`src/rtl/rvv_pkg.sv`:
```
// rtl/rvv_pkg.sv - shared opcodes, issue classes and instruction field positions
package rvv_pkg;

  localparam logic [6:0] OPC_OPV     = 7'h57;
  localparam logic [6:0] OPC_LOADFP  = 7'h07;
  localparam logic [6:0] OPC_STOREFP = 7'h27;

  // funct3 value that marks an OP-V configuration instruction (vset*)
  localparam logic [2:0] F3_CFG = 3'd7;

  typedef enum logic [1:0] {
    CLS_ALU   = 2'd0,
    CLS_LOAD  = 2'd1,
    CLS_STORE = 2'd2,
    CLS_CFG   = 2'd3
  } issue_class_e;

  // Instruction field positions
  localparam int OPC_LSB = 0;
  localparam int OPC_MSB = 6;
  localparam int VD_LSB  = 7;
  localparam int F3_LSB  = 12;
  localparam int F3_MSB  = 14;
  localparam int VS1_LSB = 15;
  localparam int VS2_LSB = 20;
  localparam int VM_BIT  = 25;
  localparam int MOP_LSB = 26;
  localparam int MOP_MSB = 27;

endpackage

```
`src/rtl/rvv_scoreboard.sv`:
```
// rtl/rvv_scoreboard.sv - pending-write scoreboard with four source and one destination query
module rvv_scoreboard
  import rvv_pkg::*;
#(
  parameter int NUM_VEC    = 32,
  parameter int ADDR_WIDTH = $clog2(NUM_VEC)
) (
  input  logic                  clk,
  input  logic                  rst,
  input  logic                  set_en,
  input  logic [ADDR_WIDTH-1:0] set_addr,
  input  logic                  clr_en,
  input  logic [ADDR_WIDTH-1:0] clr_addr,
  input  logic [3:0]            src_en,
  input  logic [ADDR_WIDTH-1:0] src_addr0,
  input  logic [ADDR_WIDTH-1:0] src_addr1,
  input  logic [ADDR_WIDTH-1:0] src_addr2,
  input  logic [ADDR_WIDTH-1:0] src_addr3,
  input  logic                  dst_en,
  input  logic [ADDR_WIDTH-1:0] dst_addr,
  output logic                  hazard,
  output logic                  busy
);

  logic [NUM_VEC-1:0] pending;
  logic [NUM_VEC-1:0] set_mask;
  logic [NUM_VEC-1:0] clr_mask;

  // One-hot masks for the register being claimed and the one retiring
  always_comb begin
    set_mask = '0;
    clr_mask = '0;
    if (set_en) set_mask[set_addr] = 1'b1;
    if (clr_en) clr_mask[clr_addr] = 1'b1;
  end

  // Pending bits: a retiring write clears, a newly accepted writer sets
  always_ff @(posedge clk) begin
    if (rst) pending <= '0;
    else     pending <= (pending & ~clr_mask) | set_mask;
  end

  // Any queried register still waiting on a write blocks acceptance
  always_comb begin
    hazard = (src_en[0] & pending[src_addr0]) |
             (src_en[1] & pending[src_addr1]) |
             (src_en[2] & pending[src_addr2]) |
             (src_en[3] & pending[src_addr3]) |
             (dst_en    & pending[dst_addr]);
  end

  assign busy = |pending;

endmodule

```
`src/rtl/rvv_issue_ctrl.sv`:
```
// rtl/rvv_issue_ctrl.sv - vector issue control: decode, RAW/WAW stall, operand read and writeback timing
module rvv_issue_ctrl
  import rvv_pkg::*;
#(
  parameter int VLEN       = 128,
  parameter int NUM_VEC    = 32,
  parameter int ADDR_WIDTH = $clog2(NUM_VEC),
  parameter int INSN_WIDTH = 32,
  parameter int WB_LAT     = 2
) (
  input  logic                  clk,
  input  logic                  rst,
  input  logic                  insn_valid,
  input  logic [INSN_WIDTH-1:0] insn_in,
  output logic                  insn_ready,
  output logic [3:0]            rd_en,
  output logic [ADDR_WIDTH-1:0] rd_addr0,
  output logic [ADDR_WIDTH-1:0] rd_addr1,
  output logic [ADDR_WIDTH-1:0] rd_addr2,
  output logic [ADDR_WIDTH-1:0] rd_addr3,
  output logic                  issue_valid,
  output logic [1:0]            issue_class,
  output logic                  wb_en,
  output logic [ADDR_WIDTH-1:0] wb_addr,
  output logic                  illegal_insn,
  output logic                  idle
);

  // Vector length only matters to the datapath; kept here for a uniform parameter set
  localparam int unused_vlen = VLEN;

  logic [6:0]            opcode;
  logic [2:0]            funct3;
  logic [1:0]            mop;
  logic                  vm;
  logic                  is_opv, is_load, is_store, is_cfg, legal;
  logic [3:0]            src_need;
  logic                  has_vd;
  logic [ADDR_WIDTH-1:0] vs1, vs2, vs3, vd;
  issue_class_e          cls;
  logic                  hazard, sb_busy, accept;
  logic [WB_LAT:0]       wb_vld;
  logic [ADDR_WIDTH-1:0] wb_pipe [WB_LAT+1];
  logic                  unused_bits;

  assign opcode = insn_in[OPC_MSB:OPC_LSB];
  assign funct3 = insn_in[F3_MSB:F3_LSB];
  assign mop    = insn_in[MOP_MSB:MOP_LSB];
  assign vm     = insn_in[VM_BIT];
  assign vs1    = insn_in[VS1_LSB +: ADDR_WIDTH];
  assign vs2    = insn_in[VS2_LSB +: ADDR_WIDTH];
  assign vs3    = insn_in[VD_LSB +: ADDR_WIDTH];
  assign vd     = insn_in[VD_LSB +: ADDR_WIDTH];
  assign unused_bits = ^insn_in[INSN_WIDTH-1:MOP_MSB+1];

  assign is_opv   = (opcode == OPC_OPV);
  assign is_load  = (opcode == OPC_LOADFP);
  assign is_store = (opcode == OPC_STOREFP);
  assign is_cfg   = is_opv && (funct3 == F3_CFG);
  assign legal    = is_opv || is_load || is_store;
  assign has_vd   = (is_opv && !is_cfg) || is_load;

  // Operand ports: 0 vs1, 1 vs2, 2 vs3 (store data), 3 mask v0
  always_comb begin
    src_need    = 4'b0000;
    src_need[0] = is_opv && (funct3 <= 3'd2);
    src_need[1] = (is_opv && !is_cfg) || ((is_load || is_store) && mop[0]);
    src_need[2] = is_store;
    src_need[3] = legal && !is_cfg && !vm;
  end

  // Issue class of the decoded instruction
  always_comb begin
    cls = CLS_ALU;
    if (is_load)       cls = CLS_LOAD;
    else if (is_store) cls = CLS_STORE;
    else if (is_cfg)   cls = CLS_CFG;
  end

  rvv_scoreboard #(
    .NUM_VEC   (NUM_VEC),
    .ADDR_WIDTH(ADDR_WIDTH)
  ) u_scoreboard (
    .clk      (clk),
    .rst      (rst),
    .set_en   (accept && has_vd),
    .set_addr (vd),
    .clr_en   (wb_en),
    .clr_addr (wb_addr),
    .src_en   (src_need),
    .src_addr0(vs1),
    .src_addr1(vs2),
    .src_addr2(vs3),
    .src_addr3('0),
    .dst_en   (has_vd),
    .dst_addr (vd),
    .hazard   (hazard),
    .busy     (sb_busy)
  );

  assign insn_ready = !rst && !hazard;
  assign accept     = insn_valid && insn_ready;

  // Issue stage: one-cycle strobes, read addresses hold until a port is next used
  always_ff @(posedge clk) begin
    if (rst) begin
      issue_valid  <= 1'b0;
      illegal_insn <= 1'b0;
      issue_class  <= CLS_ALU;
      rd_en        <= 4'b0000;
      rd_addr0     <= '0;
      rd_addr1     <= '0;
      rd_addr2     <= '0;
      rd_addr3     <= '0;
    end else begin
      issue_valid  <= accept && legal;
      illegal_insn <= accept && !legal;
      rd_en        <= accept ? src_need : 4'b0000;
      if (accept && legal)       issue_class <= cls;
      if (accept && src_need[0]) rd_addr0 <= vs1;
      if (accept && src_need[1]) rd_addr1 <= vs2;
      if (accept && src_need[2]) rd_addr2 <= vs3;
      if (accept && src_need[3]) rd_addr3 <= '0;
    end
  end

  // Writeback delay line: stage k holds a writer accepted k+1 cycles ago
  always_ff @(posedge clk) begin
    if (rst) begin
      wb_vld <= '0;
      for (int i = 0; i <= WB_LAT; i++) wb_pipe[i] <= '0;
    end else begin
      wb_vld[0]  <= accept && has_vd;
      wb_pipe[0] <= vd;
      for (int i = 1; i <= WB_LAT; i++) begin
        wb_vld[i]  <= wb_vld[i-1];
        wb_pipe[i] <= wb_pipe[i-1];
      end
    end
  end

  assign wb_en   = wb_vld[WB_LAT];
  assign wb_addr = wb_pipe[WB_LAT];
  assign idle    = !sb_busy && !issue_valid && !(|wb_vld);

endmodule

```
`config.mk`:
```
export PLATFORM = sky130hd
export DESIGN_NAME = rvv_issue_ctrl
export DESIGN_NICKNAME = d
export VERILOG_FILES = /design/src/rtl/rvv_pkg.sv /design/src/rtl/rvv_scoreboard.sv /design/src/rtl/rvv_issue_ctrl.sv
export SDC_FILE = /design/constraint.sdc
export NUM_CORES = 1
export LEC_CHECK = 0
export ABC_AREA = 1
export CORE_ASPECT_RATIO = 0.8
export CORE_MARGIN = 2
export CORE_UTILIZATION = 48
export DETAILED_ROUTE_END_ITERATION = 8
export PLACE_DENSITY_LB_ADDON = 0.15
export SYNTH_ARGS = -nofsm -noshare
export SYNTH_HDL_FRONTEND = slang
export SYNTH_SLANG_ARGS = --single-unit
```
`constraint.sdc`:
```
create_clock -name clk -period 1.8 [get_ports clk]
set_clock_uncertainty 0.15 [all_clocks]
set_input_delay 0.18 -clock clk [delete_from_list [all_inputs] [get_ports clk]]
set_output_delay 0.18 -clock clk [all_outputs]
set_load 0.02 [all_outputs]
```
======== After elaboration in Yosys (flattened, before gate mapping) ========
Memories as Yosys holds them, arrays and structs flattened.
Cells that the tools add are included.
storage, ports and cells
  register bits ........................... 58
  RAM bits ................................ 15
  bits of input ports ..................... 35
  output and inout bits ................... 36
  word-level logic and storage cells ...... 92
  memories ................................ 1
memories
  memory   depth  bits a word  read ports  clocked after memory_dff  write ports  RTL line              RTL
  wb_pipe  3      5            3           0                         3            rvv_issue_ctrl.sv:43  logic [ADDR_WIDTH-1:0] wb_pipe [WB_LAT+1];
operators by class
  order comparisons ....................... 7
  eq/ne operators ......................... 4
  multiplexer cells ....................... 21
  bitwise gates (word level) .............. 16
  reductions and logical operators ........ 34
operators by type and width
  kind                number
  $mux 32             2
  $and 32x32->32      1
  $not 32->32         1
  $or 32x32->32       1
  $reduce_or 32->1    1
  $lt 5x6->1 const B  4
  $logic_and 1x1->1   18
  $bmux 1 s5          3
  $mux 5              3
  $demux 1 s5         2
  $ge 5x1->1 const B  2
  $logic_not 1->1     8
  $mux 1              8
  $eq 7x3->1 const B  1
  $eq 7x6->1 const B  1
  $eq 7x7->1 const B  1
  $or 1x1->1          7
  $mux 2              3
  $and 1x1->1         5
  $logic_or 1x1->1    5
  $eq 3x3->1 const B  1
  $le 3x2->1 const B  1
  $reduce_or 3->1     1
  $reduce_or 2->1     1
  $not 1->1           1

======== Depth between registers and ports, before layout ========
Gate-level depths: netlist of the first run.
  depth in word-level cells ............... 16
  depth in mapped cells ................... 18
  depth with buffers taken out ............ 16

======== Cells and area by module ========
Synthesis of the first run repeated with hierarchy kept, for this count alone.
unflattened totals
  cells, all modules ...................... 765
  area total of the unflattened synthesis .. 4629.4 µm²
modules (own cells, without submodules)
  module          instances  cells an instance  area an instance (µm²)
  rvv_scoreboard  1          547                2995.4
  rvv_issue_ctrl  1          218                1634.1

======== Least setup slack after synthesis of the first run ========
OpenSTA, ideal clock, no wires.
  kind .................................... input port to flip-flop
  start point ............................. in insn_in[20]
  end point ............................... reg u_scoreboard.pending[28]
  library setup time ...................... 71 ps
  arrival ................................. 1627 ps
  data required time ...................... 1579 ps
  setup slack ............................. -48 ps
  stages .................................. 14
  buffers on the path ..................... 3
  path through ............................ buf_2 buf_2 nand2_1 nand3_1 nand3_1 nand3_1 nand2_1 nand2_1 nand3_1 nand3_1 nor2_4 buf_4 nand3_1 a21oi_1
on the way
  word-level cells in the longest chain between the ends .. 13
ends and longest elaborated chain
  item                          RTL line               RTL
  start, declared               rvv_issue_ctrl.sv:14   input logic [INSN_WIDTH-1:0] insn_in,
  $bmux 1 s5                    rvv_scoreboard.sv:46   (src_en[1] & pending[src_addr1]) |
  $mux 1 (implied by the code)  rvv_scoreboard.sv:46
  $and 1x1->1                   rvv_scoreboard.sv:46
  $or 1x1->1                    rvv_scoreboard.sv:45   hazard = (src_en[0] & pending[src_addr0]) |
  $or 1x1->1                    rvv_scoreboard.sv:46
  $or 1x1->1                    rvv_scoreboard.sv:47   (src_en[2] & pending[src_addr2]) |
  $or 1x1->1                    rvv_scoreboard.sv:48   (src_en[3] & pending[src_addr3]) |
  $logic_not 1->1               rvv_issue_ctrl.sv:101  assign insn_ready = !rst && !hazard;
  $logic_and 1x1->1             rvv_issue_ctrl.sv:101
  $logic_and 1x1->1             rvv_issue_ctrl.sv:102  assign accept = insn_valid && insn_ready;
  $logic_and 1x1->1             rvv_issue_ctrl.sv:86   .set_en (accept && has_vd),
  $mux 32                       rvv_scoreboard.sv:33   if (set_en) set_mask[set_addr] = 1'b1;
  $or 32x32->32                 rvv_scoreboard.sv:40   else pending <= (pending & ~clr_mask) | set_mask;
  end signal, assigned          rvv_scoreboard.sv:40
  end, declared                 rvv_scoreboard.sv:25   logic [NUM_VEC-1:0] pending;
No other way between the ends. The select of a mux whose other input is x is not followed.
A chain may end at the register's enable or synchronous reset.

======== Worst setup path in the final report of the first run ========
  start point ............................. reg u_scoreboard.pending[26]
  end point ............................... reg u_scoreboard.pending[24]
on the way
  word-level cells in the longest chain between the ends .. 13
  elaborated cells between the ends (all ways) .. 20
  those cells by class .................... mux: 7; bitwise: 9; reduce/logical: 4
ends and longest elaborated chain
  item                            RTL line
  $bmux 1 s5 (on tied branches)   rvv_scoreboard.sv:45, rvv_scoreboard.sv:46
  $mux 1 (on tied branches)       rvv_scoreboard.sv:45, rvv_scoreboard.sv:46
  $and 1x1->1 (on tied branches)  rvv_scoreboard.sv:45, rvv_scoreboard.sv:46
  $or 1x1->1                      rvv_scoreboard.sv:45
  $or 1x1->1                      rvv_scoreboard.sv:46
  $or 1x1->1                      rvv_scoreboard.sv:47
  $or 1x1->1 *                    rvv_scoreboard.sv:48
  $logic_not 1->1 *               rvv_issue_ctrl.sv:101
  $logic_and 1x1->1 *             rvv_issue_ctrl.sv:101
  $logic_and 1x1->1 *             rvv_issue_ctrl.sv:102
  $logic_and 1x1->1 *             rvv_issue_ctrl.sv:86
  $mux 32 *                       rvv_scoreboard.sv:33
  $or 32x32->32 *                 rvv_scoreboard.sv:40
Mark *: on every way between the ends. The rest lies on a longest branch, timed or not. The select of a mux whose other input is x is not followed.

==> run_results.csv, run 1 <==
group,metric,value,unit
timing,max_slew_margin,65.7,%
clock_network,cts_root_buffer,"clkbuf_8",
clock_network,cts_tree,"yes",
global_routing,grt_pass1_wl,22.0,mm
drt,drt_first_pass_iters,5,
drt,dr.first_iter.drc_count,661,
worst_setup_path,r2r_end,"u_scoreboard.pending[24]",
logic_synthesis,synth_compound_area_share,10.7,%
timing,period_share,124,%
placement,gp_congestion,0.986,
placement,place_hpwl,9.98,mm
logic_synthesis,synth_top_family_by_area,"simple AND/OR/NAND/NOR gates",
finish,drive_above_1_share,20.4,%
min_path,holdCritStartpoint,"insn_in[10]",
logic_synthesis,ys_seq_area_share,35.0,%
power_and_ir_drop,leakagePower,2.69,nW
worst_setup_path,critPathKind,"reg -> reg",
global_routing,grt_max_degree,50,
timing,drv_slew,0,
floorplan,initial_core_util,49.3,%
run_status,status,"finished, violations left",
timing,fmax,450,MHz
finish,syn2layout_area_growth,41.3,%
power_and_ir_drop,p_total,0.00367,W
timing,finalHoldViolations,0,
drt,routed_wl,14.7,mm
drt,via_count,5048,
placement,dp.cells,897,
timing,hold_slack,191,ps
power_and_ir_drop,ir_drop,610,uV
run_status,violations,"negative setup slack",
logic_synthesis,synthAdderAreaFrac,0,%
floorplan,die_x,108,um
logic_synthesis,yosys_most_used_dff,"dfxtp_1",
finish,n_antenna_cell,0,
worst_setup_path,reg2reg_slack,-420,ps
global_routing,antenna_found_initial,0,
floorplan,io_pins,71,
timing,rsz0062_at_grt,"yes",
worst_setup_path,crit_required,1940,ps
logic_synthesis,synth.distinct_cells,23,
flow_run,cap_violations,0,
power_and_ir_drop,pwr_density_cell,622,mW/mm2
power_and_ir_drop,switching_share,27.1,%
drt,wl_per_cell,15.9,um
logic_synthesis,async_reset_ff_share,0,%
timing,fin_ws,-424,ps
logic_synthesis,synth_common_cells,"nand2_1 (189), nand3_1 (94), nor2_1 (90)",
min_path,hp-class,"in -> reg",
power_and_ir_drop,p_int,0.00268,W
floorplan,die_h,87.5,um
logic_synthesis,synth-warning-count,0,
clock_network,path_clk_slew,80,ps
power_and_ir_drop,combPwrFrac,14.0,%
finish,fin_cells,927,
logic_synthesis,syn_inst,696,
drt,drc,0,
global_routing,grt_pass1_vias,4522,
clock_network,clockBufferDepth,2,
placement,numPortBuffers,60,
finish,finalNetCount,845,
logic_synthesis,synth_mux_area_share,0,%
worst_setup_path,cp-end-kind,"flop",
floorplan,rows,30,
worst_setup_path,r2r-start,"u_scoreboard.pending[26]",
logic_synthesis,synth_xor_area_share,0,%
worst_setup_path,worstPathArrival,2360,ps
power_and_ir_drop,clock_power_share,41.7,%
timing,period_minus_slack,2220,ps
timing,tightest_slew,514,ps
worst_setup_path,crit_start,"u_scoreboard.pending[26]",
logic_synthesis,synth-seq-cells,73,
power_and_ir_drop,seq_power_share,44.3,%
global_routing,grt_use_total,30.3,%
logic_synthesis,synth_edf_count,0,
clock_network,insertion_delay,370,ps
drt,final_antenna_net_count,0,
power_and_ir_drop,power.switching,0.000993,W
logic_synthesis,synth_most_common_cell,"nand2_1",
worst_setup_path,r2r_cells,16,
clock_network,cts_buffers,9,
clock_network,htreeDepth,3,
min_path,hold_end,"wb_pipe[0][3]",
logic_synthesis,avgSynthCellArea,6.00,um2
timing,setup_viol,57,
logic_synthesis,synthSimpleGateAreaFrac,40.9,%
logic_synthesis,netlist_area,0.00418,mm2
min_path,hold_path_depth,4,
floorplan,die_area,0.00947,mm2
logic_synthesis,yosys.area.top_type,"dfxtp_1",
logic_synthesis,synth_top_area_share,35.0,%
clock_network,postCtsHoldBufs,0,
global_routing,grt_overflow,0,
clock_network,cts_sinks,73,
drt,via_per_inst,5.45,
logic_synthesis,synth.area.top_cells,"dfxtp_1 (35%), nand2_1 (17%), nand3_1 (11%)",
worst_setup_path,worstSetupStartpointType,"flop",
floorplan,core_area,0.00848,mm2
worst_setup_path,worstPathMaxFanout,8,
[worst max-delay path by stage]
stage	end	slack (ps)	depth (start not counted)
floorplan	u_scoreboard.pending[28]	20	12
global placement	insn_ready	-900	14
detailed placement	insn_ready	-970	12
CTS	issue_class[1]	-260	16
global route	u_scoreboard.pending[0]	-520	16
finish	u_scoreboard.pending[24]	-420	16
[cell usage in the layout, fill, tap and decap left out, types with 5 or more instances in the layout]
master           synthesis  final
clkbuf_8                 0     10
nand3_1                 94     86
inv_2                    2      9
dlygate4sd2_1            0      6
o21ai_0                 45     40
o21ai_1                  1      5
dfxtp_4                  0      7
buf_4                   13     61
nand4_1                  9      9
dfxtp_2                  0     17
clkdlybuf4s50_1          0     47
nand3_2                  0      8
a21oi_1                 34     32
o211ai_1                 5      5
buf_12                   0      6
nand2_1                189    182
nor2_1                  90     83
dfxtp_1                 73     49
inv_1                   87     78
conb_1                   1      5
nor2_2                   1      8
nor3_1                  16     12
nand2_2                  0      7
buf_6                    1      9
[sequential cells by signal, indices dropped and copies added, names as in the netlist]
name and cells:
u_scoreboard.pending 32, wb_pipe 15, rd_addr0 5, rd_addr1 5
rd_addr2 5, rd_en 4, wb_vld 3, issue_class 2
illegal_insn 1, issue_valid 1
[power groups by stage]
stage	logic [W]	registers, W	clock network, W
after floorplan	0.000224	0.00168	0
after CTS	0.000466	0.00164	0.00154
after detailed placement	0.000440	0.00168	0
after global routing	0.000547	0.00163	0.00162
after global placement	0.000433	0.00168	0
final	0.000514	0.00163	0.00153
[worst max-delay path: stages (launching register included)]
cell	delay (ps)
dfxtp_2	370
nand2_1	70
nand2_1	50
nand2_1	60
nand2_1	80
nand2_1	80
nand2_2	70
nor2_2	130
nand2_2	100
a21oi_2	130
nand3_2	100
buf_6	140
nor2_4	90
buf_12	140
clkbuf_16	160
nand3_1	70
a21oi_1	140
[timing repair]
item	CTS	global route
gates cloned	1	4
setup buffers	3	6
endpoints found under the setup margin	58	62
gates resized for setup	70	39
pin swaps	4	6
[kinds of logic after synthesis]
| group | after synthesis |
|---|---|
| AOI/OAI and AO/OA | 86 |
| buffers and inverters | 130 |
| DFF | 73 |
| other | 1 |
| and+or+nand+nor | 406 |
[through the flow]
step	TNS [ps]	util (%)	worst slack (ps)	instance area, um2
2_1_floorplan	0	-	17.1	4200
3_5_place_dp	-43140	62.1	-970	5270
4_1_cts	-12030	66.9	-263	5670
6_report	-18310	69.6	-424	5900
3_3_place_gp	-41020	62.1	-897	5270
5_1_grt	-24650	69.6	-517	5900
[layout make-up]
type | count | area, um2
clock buffers | 10 | 138
fillers | 767 | 2580
flip-flops and latches | 73 | 1510
repair buffers | 138 | 1370
inverters | 91 | 348
multi-input cells | 497 | 2310
clock inverters | 6 | 97.6
well taps | 112 | 140
[metal layers]
metal	share of wire, %	global-route usage, %	vias to the layer above
li1	-	-	2433
met4	1.8	9.67	0
met2	46	49.5	260
met3	9.5	7.63	28
met1	43	39.5	2327
met5	0	0	-
(Power assumes the default switching activity.)
==> inputs of run 2 (changes only) <==
--- a/config.mk
+++ b/config.mk
@@ -6,11 +6,12 @@
 export NUM_CORES = 1
 export LEC_CHECK = 0
 export ABC_AREA = 1
-export CORE_ASPECT_RATIO = 0.8
 export CORE_MARGIN = 2
 export CORE_UTILIZATION = 48
 export DETAILED_ROUTE_END_ITERATION = 8
+export MAX_ROUTING_LAYER = met4
 export PLACE_DENSITY_LB_ADDON = 0.15
+export SKIP_CTS_REPAIR_TIMING = 1
 export SYNTH_ARGS = -nofsm -noshare
 export SYNTH_HDL_FRONTEND = slang
 export SYNTH_SLANG_ARGS = --single-unit
==> run 2 against run 1 <==
Effect of this change:
- count of clock-buffer cells in the layout shrank 1
- worst hold slack lost 120 ps
- sequential power is essentially flat
- die area is essentially flat
- core utilization grew 3.8 points
- power shrank 2.7%
- worst setup slack lost 19 ps
- maximum frequency shrank 0.83%
- combinational power grew 8.0%
- final area grew 6.9%
- non-clock buffer count grew 13
- the flow still finishes with violations (negative setup slack)
- via count grew 2.9%
==> run_results.csv, run 2 (synthesis gave the netlist of run 1 again) <==
group,metric,value,unit
global_routing,grt_overflow,0,
drt,via_per_inst,5.54,
run_status,status,"finished, violations left",
flow_run,cap_violations,0,
timing,rsz0062_at_grt,"yes",
timing,fmax,446,MHz
timing,period_share,125,%
global_routing,grt_max_degree,50,
drt,dr.first_iter.drc_count,348,
drt,wl_per_cell,16.3,um
drt,routed_wl,15.3,mm
clock_network,htreeDepth,3,
timing,tightest_slew,641,ps
floorplan,io_pins,71,
finish,layout_commonest_cell,"nand2_1",
run_status,violations,"negative setup slack",
clock_network,path_clk_slew,100,ps
floorplan,rows,34,
timing,period_minus_slack,2240,ps
drt,drt_first_pass_iters,5,
power_and_ir_drop,pwr_density_cell,566,mW/mm2
finish,final_core_util,73.4,%
placement,gp_congestion,0.962,
worst_setup_path,critPathKind,"reg -> reg",
finish,drive_above_1_share,27.6,%
finish,final_area,0.00631,mm2
global_routing,grt_pass1_wl,22.2,mm
drt,via_count,5195,
worst_setup_path,worstPathArrival,2390,ps
power_and_ir_drop,leakagePower,2.76,nW
finish,finalNetCount,860,
drt,drc,0,
floorplan,die_x,97.3,um
worst_setup_path,worstSetupStartpointType,"flop",
floorplan,die_h,97.3,um
min_path,hp-class,"in -> reg",
finish,largest_register,"u_scoreboard.pending",
worst_setup_path,crit_required,1950,ps
finish,n_antenna_cell,0,
timing,finalSetupTns,-20380,ps
clock_network,clockBufferDepth,2,
worst_setup_path,cp-end-kind,"flop",
clock_network,cts_root_buffer,"clkbuf_8",
placement,numPortBuffers,60,
finish,syn2layout_area_growth,51.0,%
timing,setup_viol,57,
finish,largest_reg_flops,32,
floorplan,die_area,0.00947,mm2
finish,reg_top3,"u_scoreboard.pending: 32 flops, wb_pipe: 15 flops",
clock_network,cts_tree,"yes",
power_and_ir_drop,combPwrFrac,15.5,%
timing,finalHoldViolations,0,
global_routing,grt_pass1_vias,4636,
worst_setup_path,reg2reg_slack,-440,ps
clock_network,insertion_delay,370,ps
floorplan,initial_core_util,48.6,%
clock_network,cts_buffers,9,
power_and_ir_drop,switching_share,29.7,%
power_and_ir_drop,clock_power_share,38.8,%
placement,place_ws,-995,ps
placement,place_hpwl,10.1,mm
power_and_ir_drop,power.switching,0.00106,W
power_and_ir_drop,ir_drop,478,uV
floorplan,core_area,0.00859,mm2
drt,final_antenna_net_count,0,
clock_network,cts_sinks,73,
global_routing,antenna_found_initial,0,
finish,layout_common_cells,"nand2_1 (173), inv_1 (81), nor2_1 (81), buf_4 (74), dfxtp_1 (58)",
timing,drv_slew,0,
power_and_ir_drop,seq_power_share,45.7,%
power_and_ir_drop,p_int,0.00251,W
global_routing,grt_use_total,29.7,%
timing,max_slew_margin,57.2,%
placement,postPlaceCellArea,0.00534,mm2
timing,fin_ws,-442,ps
worst_setup_path,worstPathMaxFanout,6,
run 2: power groups by stage:
| stage | clock network, W | logic [W] | registers [W] |
|---|---|---|---|
| after floorplan | 0 | 0.000224 | 0.00168 |
| after CTS | 0.00139 | 0.000442 | 0.00164 |
| after global placement | 0 | 0.000433 | 0.00167 |
| after detailed placement | 0 | 0.000440 | 0.00168 |
| final | 0.00138 | 0.000555 | 0.00163 |
| after global routing | 0.00145 | 0.000590 | 0.00163 |
run 2: stage by stage:
stage	power, W	std cells	hold WS [ps]
4_1_cts	0.00347	920	257
3_3_place_gp	0.00211	904	240
5_1_grt	0.00367	938	90.7
6_report	0.00357	938	67.4
2_1_floorplan	0.00190	700	165
3_5_place_dp	0.00212	904	245
run 2: worst max-delay path, cell delays in order (launching register included):
cell and delay (ps):
dfxtp_4 370, buf_6 120, nand2_2 50, o21ai_1 50, nand2_1 80, nand3_2 100, nand3_2 120, nand3_4 90
buf_6 130, nand2_2 50, nor2_2 40, nor2_2 130, buf_4 140, nand4_1 150, buf_6 190, nand2_2 70
nand2_2 40, nor2_1 100
run 2: cell type report:
type / instances / area [um2]
multi-input cells: 497 / 2660
fillers: 725 / 2280
flip-flops and latches: 73 / 1490
repair buffers: 151 / 1460
inverters: 91 / 355
well taps: 108 / 135
clock buffers: 9 / 124
clock inverters: 7 / 78.8
repair inverters: 2 / 12.5
run 2: final timing paths:
kind | startpoint | end | cells after the start
max reg2reg | u_scoreboard.pending[21] | rd_addr2[0] | 17
min | insn_in[9] | rd_addr2[2] | 3
max | u_scoreboard.pending[21] | rd_addr2[0] | 17
min reg2reg | wb_pipe[0][8] | wb_pipe[0][13] | 2
run 2: per-layer routing:
metal | share of wire (%) | GRT usage [%] | wire length, um | up-vias
met5 | 0 | - | 0 | -
met4 | 4.2 | 9.29 | 645 | 0
met3 | 8.6 | 4.96 | 1320 | 71
met2 | 46 | 48.0 | 7000 | 274
met1 | 41 | 38.2 | 6320 | 2394
li1 | - | - | - | 2456
==> inputs of run 3 (changes only) <==
--- a/config.mk
+++ b/config.mk
@@ -7,7 +7,7 @@
 export LEC_CHECK = 0
 export ABC_AREA = 1
 export CORE_MARGIN = 2
-export CORE_UTILIZATION = 48
+export CORE_UTILIZATION = 58
 export DETAILED_ROUTE_END_ITERATION = 8
 export MAX_ROUTING_LAYER = met4
 export PLACE_DENSITY_LB_ADDON = 0.15
==> constraint.sdc (replaced) <==
create_clock -name clk -period 2.8 [get_ports clk]
set_clock_uncertainty 0.15 [all_clocks]
set_input_delay 0.28 -clock clk [delete_from_list [all_inputs] [get_ports clk]]
set_output_delay 0.28 -clock clk [all_outputs]
set_load 0.02 [all_outputs]
==> run 3 against run 2 <==
Effect of this change:
- the run now ends clean
- worst setup slack better by 590 ps
- die area is 17% lower
- core utilization is 1.4 points higher
- sequential share of layout area is 4.8 points higher
- routed wire length is 18% lower
- critical path depth is 13 lower
- highest routed layer unchanged
==> run_results.csv, run 3 (synthesis gave the netlist of run 1 again) <==
group,metric,value,unit
placement,numPortBuffers,60,
min_path,hold_path_depth,2,
floorplan,initial_core_util,60.8,%
global_routing,grt_use_total,34.5,%
timing,tightest_slew,505,ps
clock_network,htreeDepth,3,
timing,period_share,94.9,%
placement,gp_congestion,0.955,
timing,setup_viol,0,
finish,largest_reg_flops,32,
clock_network,insertion_delay,350,ps
drt,drc,0,
drt,via_count,4732,
drt,via_per_inst,5.48,
clock_network,cts_sinks,73,
worst_setup_path,crit_required,2370,ps
worst_setup_path,critPathSlowestCell,"clkdlybuf4s50_1",
floorplan,die_x,88.9,um
drt,dr.first_iter.drc_count,460,
timing,max_slew_margin,66.0,%
floorplan,die_h,88.9,um
power_and_ir_drop,ir_drop,330,uV
drt,wl_per_cell,14.5,um
worst_setup_path,r2r_cells,15,
finish,drive_above_1_share,6.64,%
worst_setup_path,cp_slowest_stage_delay,670,ps
global_routing,grt_max_degree,50,
worst_setup_path,worstSetupStartpointType,"flop",
worst_setup_path,r2r-start,"u_scoreboard.pending[0]",
drt,final_antenna_net_count,0,
finish,layout_common_cells,"nand2_1 (189), nand3_1 (94), nor2_1 (90), inv_1 (87), dfxtp_1 (73)",
clock_network,path_clk_slew,80,ps
clock_network,clockBufferDepth,2,
global_routing,antenna_found_initial,0,
worst_setup_path,worstPathMaxFanout,6,
run_status,status,"finished clean",
timing,hold_slack,257,ps
timing,finalHoldViolations,0,
finish,finalNetCount,799,
worst_setup_path,worst-path-buf-inv,1,
worst_setup_path,reg2reg_slack,640,ps
power_and_ir_drop,p_total,0.00205,W
floorplan,io_pins,71,
finish,syn2layout_area_growth,23.1,%
power_and_ir_drop,leakagePower,2.27,nW
clock_network,cts_root_buffer,"clkbuf_8",
timing,fmax,376,MHz
worst_setup_path,r2r_end,"u_scoreboard.pending[12]",
flow_run,cap_violations,0,
floorplan,rows,30,
finish,reg_top3,"u_scoreboard.pending: 32 flops, wb_pipe: 15 flops",
drt,drt_first_pass_iters,5,
global_routing,grt_overflow,0,
min_path,hold_end,"wb_pipe[0][14]",
worst_setup_path,worstPathArrival,2230,ps
finish,final_core_util,74.9,%
placement,place_hpwl,9.24,mm
floorplan,die_area,0.00790,mm2
timing,drv_slew,0,
finish,largest_register,"u_scoreboard.pending",
min_path,holdCritStartpoint,"wb_pipe[0][9]",
clock_network,cts_buffers,9,
global_routing,grt_pass1_wl,20.3,mm
finish,final_area,0.00514,mm2
finish,layout_commonest_cell,"nand2_1",
worst_setup_path,path_cells,"nor4_1 > nand3_1 > nor3_1 > clkdlybuf4s50_1",
worst_setup_path,critical-path-top-delay-family,"simple AND/OR/NAND/NOR gates",
worst_setup_path,critPathKind,"reg -> out",
clock_network,cts_tree,"yes",
global_routing,grt_pass1_vias,4441,
drt,routed_wl,12.5,mm
worst_setup_path,cp-end-kind,"output port",
placement,postPlaceCellArea,0.00497,mm2
timing,period_minus_slack,2660,ps
floorplan,core_area,0.00687,mm2
min_path,hp-class,"reg -> reg",
finish,n_antenna_cell,0,
power_and_ir_drop,pwr_density_cell,398,mW/mm2
timing,rsz0062_at_grt,"no",
[run 3: cell types whose count changed in the layout (fill, tap and decap cells not counted), sizes merged]
cell and delta:
buf -58, bufinv -1, clkbuf -3, clkdlybuf4s50 +12, clkinv +1, clkinvlp -5, dlymetal6s2s -10, inv +2
[run 3: tightest hold or removal path, delay by kind of cell, from the launching register on]
family / cells / cell delay [ps]
AND/OR/NAND/NOR: 1 / 30
buffers and inverters: 1 / 40
flip-flops: 1 / 300
[run 3: final cells by class]
class                           count  area, um2
Inverter                           91        342
Clock inverter                      6       42.5
Sequential cell                    73       1460
Tap cell                           96        120
Multi-Input combinational cell    497       2170
Clock buffer                        9        124
Fill cell                         584       1730
Timing Repair Buffer               92        881
[run 3: worst max path at each step]
stage / slack [ps] / endpoint / from / cells after the start
after floorplan: 850 / u_scoreboard.pending[28] / insn_in[20] / 14
after global placement: -60 / insn_ready / insn_in[9] / 12
after detailed placement: -130 / insn_ready / insn_in[9] / 12
after CTS: -140 / insn_ready / insn_in[9] / 12
after global routing: 20 / idle / wb_vld[2] / 4
final: 140 / idle / wb_vld[2] / 4
[run 3: where the power goes]
group	total [W]	switching (W)	internal, W
clock	0.000730	0.000410	0.000319
sequential	0.00105	0.00000516	0.00105
combinational	0.000267	0.000161	0.000106
[run 3: stage by stage]
stage	setup TNS [ps]	setup WS, ps	instances
after floorplan	0	852	700
after global placement	-64.6	-64.6	849
after detailed placement	-127	-127	849
after CTS	-140	-140	864
after global routing	0	17.0	864
final	0	143	864
[run 3: metal layers]
| metal | track usage [%] | up-vias | wire [um] |
|---|---|---|---|
| met5 | - | - | 0 |
| met4 | 15.7 | 0 | 475 |
| met3 | 5.69 | 41 | 967 |
| met2 | 54.2 | 215 | 5740 |
| met1 | 43.5 | 2144 | 5310 |
| li1 | - | 2332 | - |
